<file path="config.mk">
export PLATFORM = sky130hd
export DESIGN_NAME = mem_arb_ctrl_flat
export DESIGN_NICKNAME = d
export VERILOG_FILES = /design/src/rtl/mem_arb_ctrl_if.sv /design/src/rtl/mem_arb_ctrl.sv /design/src/flat_wrapper.sv
export SDC_FILE = /design/constraint.sdc
export NUM_CORES = 2
export LEC_CHECK = 0
export ABC_AREA = 1
export CAP_MARGIN = 5
export CORE_AREA = 2 2 747 749
export CTS_CLUSTER_SIZE = 14
export DETAILED_ROUTE_END_ITERATION = 8
export DIE_AREA = 0 0 749 751
export DONT_BUFFER_PORTS = 1
export GPL_TIMING_DRIVEN = 0
export PLACE_DENSITY = 0.3
export SETUP_SLACK_MARGIN = 0.2
export SKIP_LAST_GASP = 1
export SLEW_MARGIN = 10
export SYNTH_ARGS = -nofsm -noshare
export SYNTH_HDL_FRONTEND = slang
export SYNTH_SLANG_ARGS = --single-unit
</file>
<file path="constraint.sdc">
create_clock -name clk -period 4.43 [get_ports clk]
set_clock_uncertainty 0.15 [all_clocks]
set_input_delay 0.2215 -clock clk [delete_from_list [all_inputs] [get_ports clk]]
set_output_delay 0.2215 -clock clk [all_outputs]
set_load 0.02 [all_outputs]
</file>
<file path="src/rtl/mem_arb_ctrl_if.sv">
// ============================================================================
// Module      : mem_arb_ctrl_if
// Description : Requester, response, init-sweep and RAM-side signal bundle
//               for mem_arb_ctrl. Stats ports exist only with MEM_ARB_STATS_EN.
// Revision    : 1.0  initial release
// ============================================================================
`default_nettype none

interface mem_arb_ctrl_if #(
    parameter int WID_MEM = 256,
    parameter int ADDR_W  = 32
);
    logic               rq0_valid;
    logic               rq0_we;
    logic [ADDR_W-1:0]  rq0_addr;
    logic [WID_MEM-1:0] rq0_wdata;
    logic               rq0_ready;
    logic               rs0_valid;
    logic [WID_MEM-1:0] rs0_rdata;
    logic               rs0_err;

    logic               rq1_valid;
    logic               rq1_we;
    logic [ADDR_W-1:0]  rq1_addr;
    logic [WID_MEM-1:0] rq1_wdata;
    logic               rq1_ready;
    logic               rs1_valid;
    logic [WID_MEM-1:0] rs1_rdata;
    logic               rs1_err;

    logic               init_start;
    logic [WID_MEM-1:0] init_value;
    logic               init_busy;
    logic               init_done;

    logic [ADDR_W-1:0]  mem_raddr;
    logic [ADDR_W-1:0]  mem_waddr;
    logic [WID_MEM-1:0] mem_din;
    logic               mem_we;
    logic [WID_MEM-1:0] mem_dout;

`ifdef MEM_ARB_STATS_EN
    logic [15:0]        stat_gnt0;
    logic [15:0]        stat_gnt1;
`endif

    modport slave (
        input  rq0_valid, rq0_we, rq0_addr, rq0_wdata,
        output rq0_ready, rs0_valid, rs0_rdata, rs0_err,
        input  rq1_valid, rq1_we, rq1_addr, rq1_wdata,
        output rq1_ready, rs1_valid, rs1_rdata, rs1_err,
        input  init_start, init_value,
        output init_busy, init_done,
        output mem_raddr, mem_waddr, mem_din, mem_we,
        input  mem_dout
`ifdef MEM_ARB_STATS_EN
        ,
        output stat_gnt0, stat_gnt1
`endif
    );

    modport master (
        output rq0_valid, rq0_we, rq0_addr, rq0_wdata,
        input  rq0_ready, rs0_valid, rs0_rdata, rs0_err,
        output rq1_valid, rq1_we, rq1_addr, rq1_wdata,
        input  rq1_ready, rs1_valid, rs1_rdata, rs1_err,
        output init_start, init_value,
        input  init_busy, init_done,
        input  mem_raddr, mem_waddr, mem_din, mem_we,
        output mem_dout
`ifdef MEM_ARB_STATS_EN
        ,
        input  stat_gnt0, stat_gnt1
`endif
    );
endinterface

`default_nettype wire

</file>
<file path="src/rtl/mem_arb_ctrl.sv">
// ============================================================================
// Module      : mem_arb_ctrl
// Description : Round-robin two-requester controller for a simple dual-port
//               RAM with 1-cycle registered read, plus a re-init sweep.
//               Optional grant counters under macro MEM_ARB_STATS_EN.
// Revision    : 1.0  initial release
// ============================================================================
`default_nettype none

module mem_arb_ctrl #(
    parameter int WID_MEM   = 256,
    parameter int DEPTH_MEM = 64,
    parameter int ADDR_W    = 32
) (
    input  logic           clk,
    input  logic           reset,
    mem_arb_ctrl_if.slave  bus
);
    typedef enum logic {SERVE = 1'b0, INIT = 1'b1} state_t;

    localparam logic [ADDR_W-1:0] C_DEPTH = ADDR_W'(DEPTH_MEM);
    localparam logic [ADDR_W-1:0] C_LAST  = ADDR_W'(DEPTH_MEM - 1);

    state_t             state_q, state_d;
    logic               last_gnt_q, last_gnt_d;
    logic [ADDR_W-1:0]  cnt_q, cnt_d;
    logic [WID_MEM-1:0] init_val_q, init_val_d;
    logic               init_done_q, init_done_d;
    logic               wr_q, wr_d;
    logic [ADDR_W-1:0]  waddr_q, waddr_d;
    logic [ADDR_W-1:0]  raddr_q, raddr_d;
    logic [WID_MEM-1:0] din_q, din_d;
    logic               rd1_vld_q, rd1_vld_d;
    logic               rd1_id_q, rd1_id_d;
    logic               rd1_err_q, rd1_err_d;
    logic [1:0]         rs_vld_q, rs_vld_d;
    logic               rs_err_q, rs_err_d;

    logic               serve_ok, gnt0, gnt1, g_we, g_in_range;
    logic [ADDR_W-1:0]  g_addr;
    logic [WID_MEM-1:0] g_wdata;

    // Ready is held low while reset is asserted so every output reads 0.
    always_comb begin
        serve_ok   = reset && (state_q == SERVE) && !bus.init_start;
        gnt0       = serve_ok && bus.rq0_valid && (!bus.rq1_valid || last_gnt_q);
        gnt1       = serve_ok && bus.rq1_valid && (!bus.rq0_valid || !last_gnt_q);
        g_we       = gnt1 ? bus.rq1_we    : bus.rq0_we;
        g_addr     = gnt1 ? bus.rq1_addr  : bus.rq0_addr;
        g_wdata    = gnt1 ? bus.rq1_wdata : bus.rq0_wdata;
        g_in_range = (g_addr < C_DEPTH);
    end

    always_comb begin
        state_d     = state_q;
        last_gnt_d  = last_gnt_q;
        cnt_d       = cnt_q;
        init_val_d  = init_val_q;
        init_done_d = 1'b0;
        wr_d        = 1'b0;
        waddr_d     = waddr_q;
        raddr_d     = raddr_q;
        din_d       = din_q;
        rd1_vld_d   = 1'b0;
        rd1_id_d    = rd1_id_q;
        rd1_err_d   = 1'b0;
        rs_vld_d    = 2'b00;
        rs_err_d    = rd1_vld_q && rd1_err_q;

        case (state_q)
            SERVE: begin
                if (bus.init_start) begin
                    state_d    = INIT;
                    init_val_d = bus.init_value;
                    cnt_d      = '0;
                end
            end
            INIT: begin
                cnt_d = cnt_q + ADDR_W'(1);
                if (cnt_q == C_LAST) begin
                    state_d     = SERVE;
                    init_done_d = 1'b1;
                    cnt_d       = '0;
                end
            end
            default: state_d = SERVE;
        endcase

        if (gnt0 || gnt1) begin
            last_gnt_d = gnt1;
            if (g_we) begin
                // Out-of-range writes are accepted but never reach the RAM.
                if (g_in_range) begin
                    wr_d    = 1'b1;
                    waddr_d = g_addr;
                    din_d   = g_wdata;
                end
            end else begin
                if (g_in_range) begin
                    raddr_d = g_addr;
                end
                rd1_vld_d = 1'b1;
                rd1_id_d  = gnt1;
                rd1_err_d = !g_in_range;
            end
        end

        rs_vld_d[rd1_id_q] = rd1_vld_q;
    end

    always_ff @(posedge clk or negedge reset) begin
        if (!reset) begin
            state_q     <= SERVE;
            last_gnt_q  <= 1'b1;
            cnt_q       <= '0;
            init_val_q  <= '0;
            init_done_q <= 1'b0;
            wr_q        <= 1'b0;
            waddr_q     <= '0;
            raddr_q     <= '0;
            din_q       <= '0;
            rd1_vld_q   <= 1'b0;
            rd1_id_q    <= 1'b0;
            rd1_err_q   <= 1'b0;
            rs_vld_q    <= 2'b00;
            rs_err_q    <= 1'b0;
        end else begin
            state_q     <= state_d;
            last_gnt_q  <= last_gnt_d;
            cnt_q       <= cnt_d;
            init_val_q  <= init_val_d;
            init_done_q <= init_done_d;
            wr_q        <= wr_d;
            waddr_q     <= waddr_d;
            raddr_q     <= raddr_d;
            din_q       <= din_d;
            rd1_vld_q   <= rd1_vld_d;
            rd1_id_q    <= rd1_id_d;
            rd1_err_q   <= rd1_err_d;
            rs_vld_q    <= rs_vld_d;
            rs_err_q    <= rs_err_d;
        end
    end

    assign bus.rq0_ready = gnt0;
    assign bus.rq1_ready = gnt1;
    assign bus.rs0_valid = rs_vld_q[0];
    assign bus.rs1_valid = rs_vld_q[1];
    assign bus.rs0_err   = rs_vld_q[0] && rs_err_q;
    assign bus.rs1_err   = rs_vld_q[1] && rs_err_q;
    assign bus.rs0_rdata = (rs_vld_q[0] && !rs_err_q) ? bus.mem_dout : '0;
    assign bus.rs1_rdata = (rs_vld_q[1] && !rs_err_q) ? bus.mem_dout : '0;
    assign bus.init_busy = (state_q == INIT);
    assign bus.init_done = init_done_q;
    assign bus.mem_we    = wr_q || (state_q == INIT);
    assign bus.mem_waddr = (state_q == INIT) ? cnt_q : waddr_q;
    assign bus.mem_din   = (state_q == INIT) ? init_val_q : din_q;
    assign bus.mem_raddr = raddr_q;

`ifdef MEM_ARB_STATS_EN
    logic [15:0] stat0_q, stat0_d, stat1_q, stat1_d;

    always_comb begin
        stat0_d = stat0_q;
        stat1_d = stat1_q;
        if ((state_q == SERVE) && bus.init_start) begin
            stat0_d = '0;
            stat1_d = '0;
        end else begin
            if (gnt0 && (stat0_q != 16'hFFFF)) stat0_d = stat0_q + 16'd1;
            if (gnt1 && (stat1_q != 16'hFFFF)) stat1_d = stat1_q + 16'd1;
        end
    end

    always_ff @(posedge clk or negedge reset) begin
        if (!reset) begin
            stat0_q <= '0;
            stat1_q <= '0;
        end else begin
            stat0_q <= stat0_d;
            stat1_q <= stat1_d;
        end
    end

    assign bus.stat_gnt0 = stat0_q;
    assign bus.stat_gnt1 = stat1_q;
`endif
endmodule

`default_nettype wire

</file>
<file path="src/flat_wrapper.sv">
// flat-port wrapper written by rule: the top's interface ports become plain ports
module mem_arb_ctrl_flat 
#(
    parameter int WID_MEM   = 256,
    parameter int DEPTH_MEM = 64,
    parameter int ADDR_W    = 32
)
  (clk, reset, bus_rq0_valid, bus_rq0_we, bus_rq0_addr, bus_rq0_wdata, bus_rq0_ready, bus_rs0_valid, bus_rs0_rdata, bus_rs0_err, bus_rq1_valid, bus_rq1_we, bus_rq1_addr, bus_rq1_wdata, bus_rq1_ready, bus_rs1_valid, bus_rs1_rdata, bus_rs1_err, bus_init_start, bus_init_value, bus_init_busy, bus_init_done, bus_mem_raddr, bus_mem_waddr, bus_mem_din, bus_mem_we, bus_mem_dout);
  mem_arb_ctrl_if #(.WID_MEM(WID_MEM), .ADDR_W(ADDR_W)) bus_i ();
  input  logic clk;
  input  logic reset;
  input wire logic [$bits(bus_i.rq0_valid)-1:0] bus_rq0_valid;
  input wire logic [$bits(bus_i.rq0_we)-1:0] bus_rq0_we;
  input wire logic [$bits(bus_i.rq0_addr)-1:0] bus_rq0_addr;
  input wire logic [$bits(bus_i.rq0_wdata)-1:0] bus_rq0_wdata;
  output wire logic [$bits(bus_i.rq0_ready)-1:0] bus_rq0_ready;
  output wire logic [$bits(bus_i.rs0_valid)-1:0] bus_rs0_valid;
  output wire logic [$bits(bus_i.rs0_rdata)-1:0] bus_rs0_rdata;
  output wire logic [$bits(bus_i.rs0_err)-1:0] bus_rs0_err;
  input wire logic [$bits(bus_i.rq1_valid)-1:0] bus_rq1_valid;
  input wire logic [$bits(bus_i.rq1_we)-1:0] bus_rq1_we;
  input wire logic [$bits(bus_i.rq1_addr)-1:0] bus_rq1_addr;
  input wire logic [$bits(bus_i.rq1_wdata)-1:0] bus_rq1_wdata;
  output wire logic [$bits(bus_i.rq1_ready)-1:0] bus_rq1_ready;
  output wire logic [$bits(bus_i.rs1_valid)-1:0] bus_rs1_valid;
  output wire logic [$bits(bus_i.rs1_rdata)-1:0] bus_rs1_rdata;
  output wire logic [$bits(bus_i.rs1_err)-1:0] bus_rs1_err;
  input wire logic [$bits(bus_i.init_start)-1:0] bus_init_start;
  input wire logic [$bits(bus_i.init_value)-1:0] bus_init_value;
  output wire logic [$bits(bus_i.init_busy)-1:0] bus_init_busy;
  output wire logic [$bits(bus_i.init_done)-1:0] bus_init_done;
  output wire logic [$bits(bus_i.mem_raddr)-1:0] bus_mem_raddr;
  output wire logic [$bits(bus_i.mem_waddr)-1:0] bus_mem_waddr;
  output wire logic [$bits(bus_i.mem_din)-1:0] bus_mem_din;
  output wire logic [$bits(bus_i.mem_we)-1:0] bus_mem_we;
  input wire logic [$bits(bus_i.mem_dout)-1:0] bus_mem_dout;
  assign bus_i.rq0_valid = bus_rq0_valid;
  assign bus_i.rq0_we = bus_rq0_we;
  assign bus_i.rq0_addr = bus_rq0_addr;
  assign bus_i.rq0_wdata = bus_rq0_wdata;
  assign bus_rq0_ready = bus_i.rq0_ready;
  assign bus_rs0_valid = bus_i.rs0_valid;
  assign bus_rs0_rdata = bus_i.rs0_rdata;
  assign bus_rs0_err = bus_i.rs0_err;
  assign bus_i.rq1_valid = bus_rq1_valid;
  assign bus_i.rq1_we = bus_rq1_we;
  assign bus_i.rq1_addr = bus_rq1_addr;
  assign bus_i.rq1_wdata = bus_rq1_wdata;
  assign bus_rq1_ready = bus_i.rq1_ready;
  assign bus_rs1_valid = bus_i.rs1_valid;
  assign bus_rs1_rdata = bus_i.rs1_rdata;
  assign bus_rs1_err = bus_i.rs1_err;
  assign bus_i.init_start = bus_init_start;
  assign bus_i.init_value = bus_init_value;
  assign bus_init_busy = bus_i.init_busy;
  assign bus_init_done = bus_i.init_done;
  assign bus_mem_raddr = bus_i.mem_raddr;
  assign bus_mem_waddr = bus_i.mem_waddr;
  assign bus_mem_din = bus_i.mem_din;
  assign bus_mem_we = bus_i.mem_we;
  assign bus_i.mem_dout = bus_mem_dout;
  mem_arb_ctrl #(.WID_MEM(WID_MEM), .DEPTH_MEM(DEPTH_MEM), .ADDR_W(ADDR_W)) u_core (.clk(clk), .reset(reset), .bus(bus_i));
endmodule
</file>
==> results.ini <==
[placement]
place_congestion = 0.933
dpl.hpwl_mm = 343
io_buffers = 0

[routing]
dr_wl_met3_mm = 30.3
drt-total-wl_mm = 401
num_vias = 40875
wl_met2_mm = 209
drc = 0
ant_nets = 0
avgRoutedWirePerCell_um = 29.1
drtIter0Drc = 2791
wl_met1_mm = 141
top_layer_used = met5
via_per_inst = 2.97
drtPass1Iterations = 5

[setup_path]
startpoint_type = flip-flop
arrival_ns = 4.69
critPathKind = reg2reg
end_kind = flip-flop
required_ns = 5.06
cp_max_fo = 10

[pwr]
worst_ir_drop_vdd_mv = 0.273
p_int_mw = 10.9
power_frac_comb_pct = 10.6
power.density_nw_per_um2 = 246
p_switching_mw = 4.05
p_leak_nw = 28.8
sw_frac_of_total_pct = 27.2
pwr-share-seq_pct = 37.8
power_frac_clock_pct = 51.6

[global_route]
track_usage_pct = 13.5
antenna_found_initial = 243
grt_pass1_wl_mm = 484
grt_pass1_vias = 40714
grt-ovfl-total = 0
grt_max_degree = 158

[synthesis]
ys_types = 32
netlist_area_um2 = 34900
ys_seq_area_share_pct = 44.3
synth_fp_nets = 6028
async_flop_share_pct = 100
synth-edff-count = 0
syn_avg_cell_area_um2 = 7.08
synth-warning-count = 0
synth-seq-cells = 618
ys.flop_type = dfrtp_1
synthCells = 4932

[layout]
layout_common_cells = nand2_1, dlygate4sd3_1, dfrtp_1, nor2_1, inv_1
fin_util_pct = 10.9
nFillCells = 64716
drive_above_1_share_pct = 10.9
final_common_cell = nand2_1
layout-area-overhead-vs-synth_pct = 73.5
final_nets = 7332

[clocking]
cts-buffers-inserted = 91
cts.sinks = 618
clock_path_buffers = 4
root_buffer = clkbuf_16
cts_max_level = 3
tritoncts = done
clkTransAtPathRegs_ns = 0.06
worstSkewPairLatency_ns = 0.87

[timing]
timing.fmax_mhz = 246
fin_crit_sh_pct = 91.6
worst_pin_slew_ns = 1.35
finalCriticalPeriod_ns = 4.06
rsz0062_at_grt = no
fin_hold_ws_ns = -0.0245
slew_violations = 0
setup_viol_count_final = 0
finalHoldViolCount = 1
slew_headroom_pct = 9.22

[die]
num_io_pins = 1936
initial_utilization_pct = 6.30
num_rows = 274
dieArea_um2 = 562000
fp.dieW_um = 749
core-area_um2 = 555000
die_h_um = 751

[run_status]
status = complete, but fails checks
violations = hold timing

[hold_path]
min_path_type = in2reg

[job]
cap_violations = 0

path summary, 6_finish.rpt:
| check | from | end | slack (ns) | cells after the start |
|---|---|---|---|---|
| hold / removal | bus_rq0_wdata[52] | u_core.din_q[52]$_DFFE_PN0P_ | -0.02 | 4 |
| min in group asynchronous | reset | u_core.init_val_q[43]$_DFFE_PN0P_ | 0.04 | 8 |
| setup reg to reg | u_core.bus.init_busy$_DFF_PN0_ | u_core.din_q[114]$_DFFE_PN0P_ | 0.37 | 14 |
| max in group asynchronous | reset | u_core.din_q[44]$_DFFE_PN0P_ | 1.75 | 8 |
| setup / recovery | u_core.bus.init_busy$_DFF_PN0_ | u_core.din_q[114]$_DFFE_PN0P_ | 0.37 | 14 |
| hold reg to reg | u_core.din_q[29]$_DFFE_PN0P_ | u_core.din_q[29]$_DFFE_PN0P_ | 0.32 | 2 |
power by group through the flow:
stage                     clock network [mW]  logic, mW  registers, mW
after floorplan                            0      0.184           5.75
after global placement                     0      0.555           5.75
after detailed placement                   0      0.709           5.75
after CTS                               8.08       1.58           5.65
after global routing                    8.25       1.67           5.64
final                                   7.71       1.58           5.65
metrics by stage:
step	instances	setup WS (ns)	total power [mW]	setup TNS, ns	cell area, um^2
finish	13769	0.372	14.9	0	60600
detailed placement	12270	-1.77	6.46	-340.80	44800
floorplan	4932	1.83	5.93	0	34900
CTS	13602	0.191	15.3	0	59900
global route	13715	0.210	15.6	0	60500
global placement	12246	-3.25	6.30	-1309.23	44100
per-layer routing:
metal | global-route usage [%] | vias up
li1 | - | 18060
met1 | 13.8 | 19957
met2 | 24.8 | 2046
met3 | 4.29 | 698
met4 | 6.58 | 114
met5 | 0 | -
cell families after synthesis:
logic type / after synthesis / share of synthesized area [%]
buffers and inverters: 746 / 8.83
adders and majority gates: 1 / 0.0358
and+or+nand+nor: 3213 / 36.9
muxes: 256 / 8.26
DFF: 618 / 44.3
xor gates and xnor gates: 13 / 0.326
AOI/OAI and AO/OA: 85 / 1.31
timing repair:
item / in CTS / in global routing
setup endpoints to repair: 757 / 25
cloned: 0 / 1
hold endpoints to repair: 1004 / 181
setup buffers: 16 / 0
hold buffers: 1156 / 14
gates resized for setup: 81 / 8
pin swaps: 11 / 0
sequential cells by signal (all words and copies together), names as in the netlist, 2 cells and up:
signal / cells
u_core.din_q: 256
u_core.init_val_q: 256
u_core.bus.mem_raddr: 32
u_core.cnt_q: 32
u_core.waddr_q: 32
u_core.rs_vld_q: 2
critical path, cell delays in order (launching register included):
cell and delay (ns):
dfrtp_2 0.55, inv_2 0.07, nand2_1 0.10, nor2_4 0.05, buf_12 0.13, nand2_8 0.12, buf_6 0.27, clkbuf_2 0.48
clkbuf_1 0.42, nand2_1 0.10, dlygate4sd3_1 0.59, nand2_1 0.07, dlygate4sd3_1 0.58, nand4_1 0.13, nand2_1 0.09
cell usage after synthesis, types with 24 or more instances:
master	number	area [um^2]
nand2_1	2309	8670
buf_6	24	270
buf_2	77	385
nand4_1	286	1790
clkbuf_1	232	871
nor3_1	24	120
o21ai_0	58	290
nor2_1	551	2070
dfrtp_1	617	15400
nand3_1	25	125
mux2_2	256	2880
inv_2	27	101
inv_1	380	1430
layout make-up:
class                           count  area [um^2]  area share, %
Multi-Input combinational cell   3568        16600           27.4
Sequential cell                   618        15500           25.5
Timing Repair Buffer             1211        12700           21.0
Tap cell                         7314         9150           15.1
Clock buffer                      124         2510           4.14
Buffer                            339         1740           2.88
Inverter                          407         1530           2.52
Clock inverter                     36          494          0.816
Antenna cell                      152          380          0.628
No activity file was read; power rests on OpenSTA's default activity.
